### config.mk
export PLATFORM = sky130hd
export DESIGN_NAME = issue_window_ctrl_flat
export DESIGN_NICKNAME = d
export VERILOG_FILES = /design/src/rtl/issue_window_ctrl_pkg.sv /design/src/rtl/issue_window_ctrl_if.sv /design/src/rtl/issue_window_ctrl_ring_buf.sv /design/src/rtl/issue_window_ctrl.sv /design/src/flat_wrapper.sv
export SDC_FILE = /design/constraint.sdc
export NUM_CORES = 2
export LEC_CHECK = 0
export CAP_MARGIN = 40
export CELL_PAD_IN_SITES_DETAIL_PLACEMENT = 0
export CELL_PAD_IN_SITES_GLOBAL_PLACEMENT = 1
export CORE_MARGIN = 2
export CORE_UTILIZATION = 40
export DETAILED_ROUTE_END_ITERATION = 12
export PLACE_DENSITY = 0.84
export SLEW_MARGIN = 20
export SYNTH_ARGS = -nofsm -noshare
export SYNTH_HDL_FRONTEND = slang
export SYNTH_SLANG_ARGS = --single-unit
export TNS_END_PERCENT = 100
### constraint.sdc
create_clock -name clock -period 5.42 [get_ports clock]
set_clock_uncertainty 0.1 [all_clocks]
set_input_delay 1.084 -clock clock [delete_from_list [all_inputs] [get_ports clock]]
set_output_delay 1.084 -clock clock [all_outputs]
set_load 0.02 [all_outputs]
### src/rtl/issue_window_ctrl_pkg.sv
// Shared definitions for the in-order issue window: packet type, widths, NOP packet.
// Optional feature macro used by this slice: ISSUE_PERF_EN.
package issue_window_ctrl_pkg;

    localparam int unsigned ISSUE_WIDTH = 3;
    localparam int unsigned ROLLBACK_W  = 2;

    typedef struct packed {
        logic [31:0] pc;
        logic [31:0] inst;
    } ID_EX_PACKET;

    localparam ID_EX_PACKET NOP_PACKET = '0;

    function automatic logic [ROLLBACK_W-1:0] popcount(input logic [ISSUE_WIDTH-1:0] v);
        logic [ROLLBACK_W-1:0] s;
        s = '0;
        for (int unsigned i = 0; i < ISSUE_WIDTH; i++) begin
            s = s + ROLLBACK_W'(v[i]);
        end
        return s;
    endfunction

endpackage

### src/rtl/issue_window_ctrl_if.sv
// Decode / detection-unit facing signal bundle of the issue window.
// master = decode/detection side, slave = the window itself.
interface issue_window_ctrl_if #(
    parameter int unsigned DEPTH = 8
);
    import issue_window_ctrl_pkg::*;

    logic                           squash;
    logic                           ex_stall;
    ID_EX_PACKET                    dec_packet_0;
    ID_EX_PACKET                    dec_packet_1;
    ID_EX_PACKET                    dec_packet_2;
    logic [ISSUE_WIDTH-1:0]         dec_valid;
    logic                           dec_ready;
    ID_EX_PACKET                    id_packet_out_0;
    ID_EX_PACKET                    id_packet_out_1;
    ID_EX_PACKET                    id_packet_out_2;
    logic [ISSUE_WIDTH-1:0]         id_valid_out;
    logic [ROLLBACK_W-1:0]          rollback;
    logic [ISSUE_WIDTH-1:0]         issue_valid;
    logic [$clog2(DEPTH):0]         entry_count;
    logic [31:0]                    perf_issued;
    logic [31:0]                    perf_hazard_cyc;

    modport master (
        output squash, ex_stall, dec_packet_0, dec_packet_1, dec_packet_2, dec_valid, rollback,
        input  dec_ready, id_packet_out_0, id_packet_out_1, id_packet_out_2, id_valid_out,
               issue_valid, entry_count, perf_issued, perf_hazard_cyc
    );

    modport slave (
        input  squash, ex_stall, dec_packet_0, dec_packet_1, dec_packet_2, dec_valid, rollback,
        output dec_ready, id_packet_out_0, id_packet_out_1, id_packet_out_2, id_valid_out,
               issue_valid, entry_count, perf_issued, perf_hazard_cyc
    );

endinterface

### src/rtl/issue_window_ctrl_ring_buf.sv
// DEPTH-entry circular packet store: up to WIDTH writes at wr_ptr, WIDTH reads at rd_ptr.
// Pointers and occupancy are owned by issue_window_ctrl.
module issue_ring_buf
    import issue_window_ctrl_pkg::*;
#(
    parameter int unsigned DEPTH = 8,
    parameter int unsigned WIDTH = ISSUE_WIDTH
) (
    input  logic                           clock,
    input  logic [$clog2(DEPTH)-1:0]       wr_ptr,
    input  logic [WIDTH-1:0]               wr_en,
    input  ID_EX_PACKET [WIDTH-1:0]        wr_data,
    input  logic [$clog2(DEPTH)-1:0]       rd_ptr,
    output ID_EX_PACKET [WIDTH-1:0]        rd_data
);

    localparam int unsigned PTR_W = $clog2(DEPTH);

    ID_EX_PACKET mem_q [DEPTH];

    // Storage needs no reset: unoccupied entries are never presented as valid.
    always_ff @(posedge clock) begin
        for (int unsigned i = 0; i < WIDTH; i++) begin
            if (wr_en[i]) begin
                mem_q[wr_ptr + PTR_W'(i)] <= wr_data[i];
            end
        end
    end

    always_comb begin
        for (int unsigned i = 0; i < WIDTH; i++) begin
            rd_data[i] = mem_q[rd_ptr + PTR_W'(i)];
        end
    end

endmodule

### src/rtl/issue_window_ctrl.sv
// In-order issue window between decode and ID/EX hazard detection (3-wide).
// Optional performance counters enabled by defining ISSUE_PERF_EN.
module issue_window_ctrl
    import issue_window_ctrl_pkg::*;
#(
    parameter int unsigned DEPTH = 8
) (
    input  logic               clock,
    input  logic               reset,
    issue_window_ctrl_if.slave bus
);

    localparam int unsigned WIDTH = ISSUE_WIDTH;
    localparam int unsigned PTR_W = $clog2(DEPTH);
    localparam int unsigned CNT_W = PTR_W + 1;

    logic [PTR_W-1:0]        head_q, head_d;
    logic [PTR_W-1:0]        tail_q, tail_d;
    logic [CNT_W-1:0]        count_q, count_d;

    logic [WIDTH-1:0]        id_valid;
    logic [WIDTH-1:0]        issue_mask;
    logic [WIDTH-1:0]        wr_en;
    logic [ROLLBACK_W-1:0]   pop;
    logic [ROLLBACK_W-1:0]   push;
    logic                    dec_ready;
    logic                    accept;
    ID_EX_PACKET [WIDTH-1:0] wr_data;
    ID_EX_PACKET [WIDTH-1:0] rd_data;
    ID_EX_PACKET [WIDTH-1:0] present;

    assign wr_data = {bus.dec_packet_2, bus.dec_packet_1, bus.dec_packet_0};

    issue_ring_buf #(
        .DEPTH (DEPTH),
        .WIDTH (WIDTH)
    ) u_ring (
        .clock   (clock),
        .wr_ptr  (tail_q),
        .wr_en   (wr_en),
        .wr_data (wr_data),
        .rd_ptr  (head_q),
        .rd_data (rd_data)
    );

    // Ready depends only on registered occupancy, never on rollback/ex_stall.
    assign dec_ready = reset & ((CNT_W'(DEPTH) - count_q) >= CNT_W'(WIDTH));
    assign accept    = dec_ready & ~bus.squash;
    assign wr_en     = bus.dec_valid & {WIDTH{accept}};

    always_comb begin
        id_valid   = '0;
        issue_mask = '0;
        present    = '0;
        for (int unsigned i = 0; i < WIDTH; i++) begin
            id_valid[i]   = (count_q > CNT_W'(i));
            present[i]    = id_valid[i] ? rd_data[i] : NOP_PACKET;
            issue_mask[i] = id_valid[i] & ((i + 32'(bus.rollback)) < WIDTH)
                            & ~bus.ex_stall & ~bus.squash;
        end
    end

    always_comb begin
        pop     = popcount(issue_mask);
        push    = popcount(wr_en);
        head_d  = head_q + PTR_W'(pop);
        tail_d  = tail_q + PTR_W'(push);
        count_d = count_q + CNT_W'(push) - CNT_W'(pop);
        if (bus.squash) begin
            head_d  = '0;
            tail_d  = '0;
            count_d = '0;
        end
    end

    always_ff @(posedge clock or negedge reset) begin
        if (!reset) begin
            head_q  <= '0;
            tail_q  <= '0;
            count_q <= '0;
        end else begin
            head_q  <= head_d;
            tail_q  <= tail_d;
            count_q <= count_d;
        end
    end

    assign bus.dec_ready       = dec_ready;
    assign bus.id_valid_out    = id_valid;
    assign bus.issue_valid     = issue_mask;
    assign bus.entry_count     = count_q;
    assign bus.id_packet_out_0 = present[0];
    assign bus.id_packet_out_1 = present[1];
    assign bus.id_packet_out_2 = present[2];

`ifdef ISSUE_PERF_EN
    logic        hazard;
    logic [31:0] perf_issued_q;
    logic [31:0] perf_hazard_q;

    // A hazard cycle: some real entry was held back by rollback while EX was free.
    always_comb begin
        hazard = 1'b0;
        for (int unsigned i = 0; i < WIDTH; i++) begin
            if (((i + 32'(bus.rollback)) >= WIDTH) && id_valid[i]) begin
                hazard = 1'b1;
            end
        end
        hazard = hazard & (bus.rollback != '0) & ~bus.ex_stall;
    end

    always_ff @(posedge clock or negedge reset) begin
        if (!reset) begin
            perf_issued_q <= '0;
            perf_hazard_q <= '0;
        end else begin
            perf_issued_q <= perf_issued_q + 32'(pop);
            if (hazard) begin
                perf_hazard_q <= perf_hazard_q + 32'd1;
            end
        end
    end

    assign bus.perf_issued     = perf_issued_q;
    assign bus.perf_hazard_cyc = perf_hazard_q;
`else
    assign bus.perf_issued     = '0;
    assign bus.perf_hazard_cyc = '0;
`endif

    thermometer_dec_valid: assert property (
        @(posedge clock) disable iff (!reset)
        ((bus.dec_valid & (bus.dec_valid + 3'd1)) == 3'd0)
    );

endmodule

### src/flat_wrapper.sv
// flat-port wrapper written by rule: the top's interface ports become plain ports
module issue_window_ctrl_flat import issue_window_ctrl_pkg::*;
#(
    parameter int unsigned DEPTH = 8
)
  (clock, reset, bus_squash, bus_ex_stall, bus_dec_packet_0, bus_dec_packet_1, bus_dec_packet_2, bus_dec_valid, bus_rollback, bus_dec_ready, bus_id_packet_out_0, bus_id_packet_out_1, bus_id_packet_out_2, bus_id_valid_out, bus_issue_valid, bus_entry_count, bus_perf_issued, bus_perf_hazard_cyc);
  issue_window_ctrl_if #(.DEPTH(DEPTH)) bus_i ();
  input  logic clock;
  input  logic reset;
  input wire logic [$bits(bus_i.squash)-1:0] bus_squash;
  input wire logic [$bits(bus_i.ex_stall)-1:0] bus_ex_stall;
  input wire logic [$bits(bus_i.dec_packet_0)-1:0] bus_dec_packet_0;
  input wire logic [$bits(bus_i.dec_packet_1)-1:0] bus_dec_packet_1;
  input wire logic [$bits(bus_i.dec_packet_2)-1:0] bus_dec_packet_2;
  input wire logic [$bits(bus_i.dec_valid)-1:0] bus_dec_valid;
  input wire logic [$bits(bus_i.rollback)-1:0] bus_rollback;
  output wire logic [$bits(bus_i.dec_ready)-1:0] bus_dec_ready;
  output wire logic [$bits(bus_i.id_packet_out_0)-1:0] bus_id_packet_out_0;
  output wire logic [$bits(bus_i.id_packet_out_1)-1:0] bus_id_packet_out_1;
  output wire logic [$bits(bus_i.id_packet_out_2)-1:0] bus_id_packet_out_2;
  output wire logic [$bits(bus_i.id_valid_out)-1:0] bus_id_valid_out;
  output wire logic [$bits(bus_i.issue_valid)-1:0] bus_issue_valid;
  output wire logic [$bits(bus_i.entry_count)-1:0] bus_entry_count;
  output wire logic [$bits(bus_i.perf_issued)-1:0] bus_perf_issued;
  output wire logic [$bits(bus_i.perf_hazard_cyc)-1:0] bus_perf_hazard_cyc;
  assign bus_i.squash = bus_squash;
  assign bus_i.ex_stall = bus_ex_stall;
  assign bus_i.dec_packet_0 = bus_dec_packet_0;
  assign bus_i.dec_packet_1 = bus_dec_packet_1;
  assign bus_i.dec_packet_2 = bus_dec_packet_2;
  assign bus_i.dec_valid = bus_dec_valid;
  assign bus_i.rollback = bus_rollback;
  assign bus_dec_ready = bus_i.dec_ready;
  assign bus_id_packet_out_0 = bus_i.id_packet_out_0;
  assign bus_id_packet_out_1 = bus_i.id_packet_out_1;
  assign bus_id_packet_out_2 = bus_i.id_packet_out_2;
  assign bus_id_valid_out = bus_i.id_valid_out;
  assign bus_issue_valid = bus_i.issue_valid;
  assign bus_entry_count = bus_i.entry_count;
  assign bus_perf_issued = bus_i.perf_issued;
  assign bus_perf_hazard_cyc = bus_i.perf_hazard_cyc;
  issue_window_ctrl #(.DEPTH(DEPTH)) u_core (.clock(clock), .reset(reset), .bus(bus_i));
endmodule
---- Word level (Yosys, flattened, before mapping) ----
Memories as Yosys holds them, arrays and structs flattened.
Cells that the tools add are included.
storage, ports and cells
  flip-flop bits (word level) ............. 10
  memory bits (writable) .................. 512
  input port bits ......................... 201
  logic and storage cells ................. 52
  memories ................................ 1
memories
  memory               depth  width  rd ports  clocked after memory_dff  write ports  RTL line                          RTL
  u_core.u_ring.mem_q  8      64     3         0                         3            issue_window_ctrl_ring_buf.sv:19  ID_EX_PACKET mem_q [DEPTH];
operators by class
  add/subtract/negate cells ............... 15
  magnitude comparators ................... 7
  mux-type cells .......................... 12
  bitwise gates (word level) .............. 14
operator list
  kind                                                                count
  2-to-1 mux 64 bit                                                   3
  less-than comparator 32 x 2 -> 1 bit (second input constant)        2
  AND 1 bit                                                           11
  > comparator 4 x 1 -> 1 bit (second input constant)                 2
  adder 3 x 1 -> 3 bit (second input constant)                        2
  adder 3 x 2 -> 3 bit                                                2
  adder 3 x 2 -> 3 bit (second input constant)                        2
  2-to-1 mux 1 bit                                                    6
  2-to-1 mux 3 bit                                                    2
  adder 1 x 1 -> 2 bit                                                2
  adder 2 x 1 -> 2 bit                                                2
  adder 4 x 2 -> 4 bit                                                1
  greater-or-equal comparator 4 x 2 -> 1 bit (second input constant)  1
  > comparator 4 x 2 -> 1 bit (second input constant)                 1
  2-to-1 mux 4 bit                                                    1
  subtractor 4 x 2 -> 4 bit                                           1
  subtractor 4 bit (first input constant)                             1
  adder 1 x 2 -> 3 bit (first input constant)                         1
  adder 2 x 2 -> 3 bit (first input constant)                         1
  AND 3 bit                                                           1
  less-than comparator 2 bit (second input constant)                  1
  NOT 1 bit                                                           2

---- Longest topological paths before layout ----
  word-level depth ........................ 10
  mapped depth ............................ 15
  depth with buffers taken out ............ 14

---- Hierarchy ----
Synthesis repeated with hierarchy kept, for this count alone.
second synthesis, totals
  cell total of the unflattened synthesis .. 4,042
  area total of the unflattened synthesis .. 40,472.6 um^2
modules (own cells, without submodules)
  module             times used  cells an instance  area each (um^2)
  issue_ring_buf     1           3,682              37,861.3
  issue_window_ctrl  1           360                2,611.3

---- Worst setup path before layout ----
No wires, ideal clock.
  path type ............................... input -> register
  from .................................... input reset
  to ...................................... memory u_core.u_ring.mem_q[3][0] in the netlist's numbering (enable)
  setup time .............................. 0.514 ns
  arrival time ............................ 5.290 ns
  data required time ...................... 4.806 ns
  setup slack ............................. -0.484 ns
  stages .................................. 7
  path through ............................ buf_2 -> nor4bb_1 -> buf_2 -> nand2_1 -> clkbuf_1 -> clkbuf_1 -> o221ai_1
RTL lines
  element      RTL line                          RTL
  from (decl)  flat_wrapper.sv:9                 input logic reset;
  to (decl)    issue_window_ctrl_ring_buf.sv:19

---- Worst setup path in the final report ----
  from .................................... register u_core.head_q[1]
  to ...................................... output bus_id_packet_out_0[47]
between the ends
  cells in the longest elaborated chain, start to end .. 2
RTL lines
  element                   RTL line                 RTL
  from (decl)               issue_window_ctrl.sv:17  logic [PTR_W-1:0] head_q, head_d;
  from (signal assigned)    issue_window_ctrl.sv:78  head_q <= '0;
  from (signal assigned)    issue_window_ctrl.sv:82  head_q <= head_d;
  memory read (8 x 64 bit)  -
  2-to-1 mux 64 bit         issue_window_ctrl.sv:57  present[i] = id_valid[i] ? rd_data[i] : NOP_PACKET;
  to (decl)                 flat_wrapper.sv:18       output wire logic [$bits(bus_i.id_packet_out_0)-1:0] bus_id_packet_out_0;
No other way between the ends.

==> results.cfg <==
[run_status]
result_of_the_run = complete, no violations

[cts]
clk_transition_reported_paths_ns = 0.07
clock-root-buffer = sky130_fd_sc_hd__clkbuf_16
tritoncts = yes
hold_fix_buffer_count_after_cts = 0
max-clock-path-buffers = 3
worstSkewPairLatency_ns = 0.66
post_cts.resized_instances = 0
cts_num_sinks = 522
cts_max_level = 2
cts_buffers = 58
post-cts-setup-buffer-count = 0

[route]
routed_wl_mm = 194
avgViaCountPerCell = 7.02
detail_route.wl_per_cell_um = 31.0
detail_route.iter0.violations = 7060
vias = 43800
drc = 0
route.antenna.remaining_nets = 0
drtPass1Iterations = 9

[sta]
rsz_0062_raised_after_global_routing = no
final.setup.tns_ns = 0
worst_slack_ns = 0.344
max_clock_freq_ghz = 0.197
hold_viol_final = 0
hold_ws_ns = 0.645
tightest_slew_ns = 0.982
finalCriticalPeriod_ns = 5.08
worst_slew_margin_relative_to_its_limit_pct = 34.5
period_share_pct = 93.6
setup-violations-final = 0
report.final.slew_viol_count = 0

[synth]
postSynth.asyncResetShare_pct = 1.92
post_synth_adder_cell_area_pct = 0.573
synth_top_family_by_area = compound AO/OA/AOI/OAI gates
synth_cells = 4789
ys.warnings.count = 0
post_synth_and_or_nand_nor_area_fraction_pct = 17.1
synth_edf_count = 512
sequential_to_total_area_share_from_yosys_stat_pct = 36.5
synth.distinct_cells = 55
prevailing_post_synth_register_cell = sky130_fd_sc_hd__edfxtp_1
postSynthRegisterBits = 522
synth_compound_area_share_pct = 20.0
yosys-mux-area-fraction_pct = 17.5
synth.cell_area_um2 = 42800
avgSynthCellArea_um2 = 8.94
synth_xor_xnor_area_share_pct = 0.181

[critical_path]
critical_path_fanout_max = 42
max_stage_delay_ns = 0.73
crit_path_start_kind = register
slowest_stage_cell_on_the_critical_path = sky130_fd_sc_hd__clkdlybuf4s50_1
critPathRequiredTime_ns = 4.24
critical_path_class = register to primary output
cp.arrival_ns = 3.89
critPathCaptureType = primary output
sequence_of_cells_on_the_critical_path = inv_4, buf_4, nand2_1, a21oi_1, clkdlybuf4s50_1

[floorplan]
die_area_um2 = 110000
die_x_um = 331
die_h_um = 331
cell_row_count = 120
ioPinCount = 468
floorplan.initialDensity_pct = 40.2
core_area_um2 = 107000

[pwr]
p_total_mw = 21.6
vdd.ir_drop.worst_mv = 0.406
cellLeakagePower_nw = 15.1
power_density_nw_per_um2 = 435

[grt]
grt_pass1_vias = 41500
global_route_wire_length_before_repair_mm = 280
grt_use_total_pct = 33.7
grt_antenna_before_repair = 24
globalRoute.totalOverflow = 0
grt_max_degree = 178

[finish]
stdcell_area_um2 = 49600
post_route_cells_drive_above_1_share_pct = 12.5
most_frequent_cells_in_the_layout = sky130_fd_sc_hd__a21oi_1 (901), sky130_fd_sc_hd__nor2_1 (526), sky130_fd_sc_hd__edfxtp_1 (512)
share_of_the_core_filled_with_cells_pct = 46.5
final_nets = 4994
layoutNonFillerInstCount = 6246
most_common_cell_after_layout_fill_and_taps_aside = sky130_fd_sc_hd__a21oi_1
layout.filler_cells = 9852
areaGrowthSynthToFinish_pct = 15.8

[placed_design]
dpl.hpwl_mm = 109
dpl-instance-area_um2 = 47400
placedCellCount = 6113
place.port_buffers = 403
post-place-ws_ns = 0.813
gp_congestion = 0.847

[min_path]
min-delay-path-class = primary input to async pin

[job]
count_of_max_cap_constraint_violations = 0
[layer usage]
| layer | track usage (%) | share of wire [%] | routed length, µm | vias up |
|---|---|---|---|---|
| met5 | 0 | 0.045 | 88 | - |
| li1 | - | - | - | 17900 |
| met1 | 41.7 | 34 | 65000 | 20900 |
| met3 | 9.20 | 15 | 28800 | 856 |
| met4 | 21.1 | 6.7 | 12900 | 14 |
| met2 | 52.3 | 45 | 86800 | 4202 |
[path summary, 6_finish.rpt]
kind,slack (ns),cells past startpoint,startpoint,to
max,0.34,5,u_core.head_q[1]$_DFF_PN0_,bus_id_packet_out_0[47]
min,0.65,1,reset,u_core.bus.entry_count[3]$_DFF_PN0_
max reg2reg,1.41,13,u_core.bus.entry_count[2]$_DFF_PN0_,u_core.bus.entry_count[3]$_DFF_PN0_
min reg2reg,0.76,4,u_core.bus.entry_count[3]$_DFF_PN0_,u_core.bus.entry_count[3]$_DFF_PN0_
max in group asynchronous,4.07,2,reset,u_core.head_q[2]$_DFF_PN0_
min in group clock,0.76,4,u_core.bus.entry_count[3]$_DFF_PN0_,u_core.bus.entry_count[3]$_DFF_PN0_
[flip-flops by register name (all words and copies together), names as in the netlist]
signal	count
u_core.bus.entry_count	4
u_core.head_q	3
u_core.tail_q	3
u_core.u_ring.mem_q	512
[power by group]
part	total [mW]	switching (mW)	internal, mW
clock network	4.23	1.91	2.32
registers	5.00	0.223	4.78
logic	12.4	7.96	4.41
total	21.6	10.1	11.5
[worst max-delay path, delay by kind of cell, from the launching register on]
kind,cells,cell delay [ns]
buffers and inverters,3,1.87
DFF,1,0.64
and+or+nand+nor,1,0.10
AOI/OAI and AO/OA,1,0.59
[synthesized netlist by cell type (2+ instances only)]
library cell	n	area share (%)
sky130_fd_sc_hd__a21oi_1	902	11
sky130_fd_sc_hd__nor2_1	527	4.6
sky130_fd_sc_hd__edfxtp_1	512	36
sky130_fd_sc_hd__o21ai_0	502	5.9
sky130_fd_sc_hd__nand2_1	453	4.0
sky130_fd_sc_hd__mux4_2	326	17
sky130_fd_sc_hd__nor3_1	324	3.8
sky130_fd_sc_hd__clkbuf_1	317	2.8
sky130_fd_sc_hd__a31oi_1	188	2.7
sky130_fd_sc_hd__buf_2	169	2.0
sky130_fd_sc_hd__or4_1	130	2.3
sky130_fd_sc_hd__buf_4	70	1.2
sky130_fd_sc_hd__nand2b_1	66	0.96
sky130_fd_sc_hd__clkbuf_2	55	0.64
sky130_fd_sc_hd__buf_6	41	1.1
sky130_fd_sc_hd__o311ai_0	26	0.53
sky130_fd_sc_hd__buf_1	23	0.20
sky130_fd_sc_hd__nor2b_1	20	0.29
sky130_fd_sc_hd__inv_1	15	0.13
sky130_fd_sc_hd__mux2i_1	14	0.33
sky130_fd_sc_hd__and2_1	13	0.19
sky130_fd_sc_hd__o21ai_1	11	0.13
sky130_fd_sc_hd__dfrtp_1	10	0.58
sky130_fd_sc_hd__ha_1	10	0.29
sky130_fd_sc_hd__o221ai_1	8	0.16
sky130_fd_sc_hd__fa_1	6	0.28
sky130_fd_sc_hd__nor4_4	6	0.30
sky130_fd_sc_hd__and3_1	5	0.073
sky130_fd_sc_hd__nand4_1	5	0.073
sky130_fd_sc_hd__xnor2_1	5	0.10
sky130_fd_sc_hd__and4b_1	2	0.047
sky130_fd_sc_hd__nand4b_4	2	0.11
sky130_fd_sc_hd__nor4bb_1	2	0.047
sky130_fd_sc_hd__or3_1	2	0.029
sky130_fd_sc_hd__xor2_1	2	0.041
[logic make-up after synthesis]
group                    count (synthesis)
AO/OA/AOI/OAI                         1640
XOR/XNOR                                 8
adder cells (fa/ha/maj)                 16
buffers and inverters                  693
flip-flops                             522
multiplexers                           340
other                                    1
AND/OR/NAND/NOR                       1569
[final cells by class]
| cell class | count | area (µm²) | share of cell area [%] |
|---|---|---|---|
| antenna | 18 | 45.0 | 0.0908 |
| clock buffer | 62 | 1470 | 2.96 |
| clock inverter | 46 | 498 | 1.00 |
| inverter | 16 | 62.6 | 0.126 |
| multi-input combinational | 3637 | 24300 | 49.0 |
| sequential | 522 | 15600 | 31.5 |
| tap | 1403 | 1760 | 3.54 |
| timing repair buffer | 542 | 5830 | 11.8 |
Note: power is estimated with default switching activity, not from simulation.
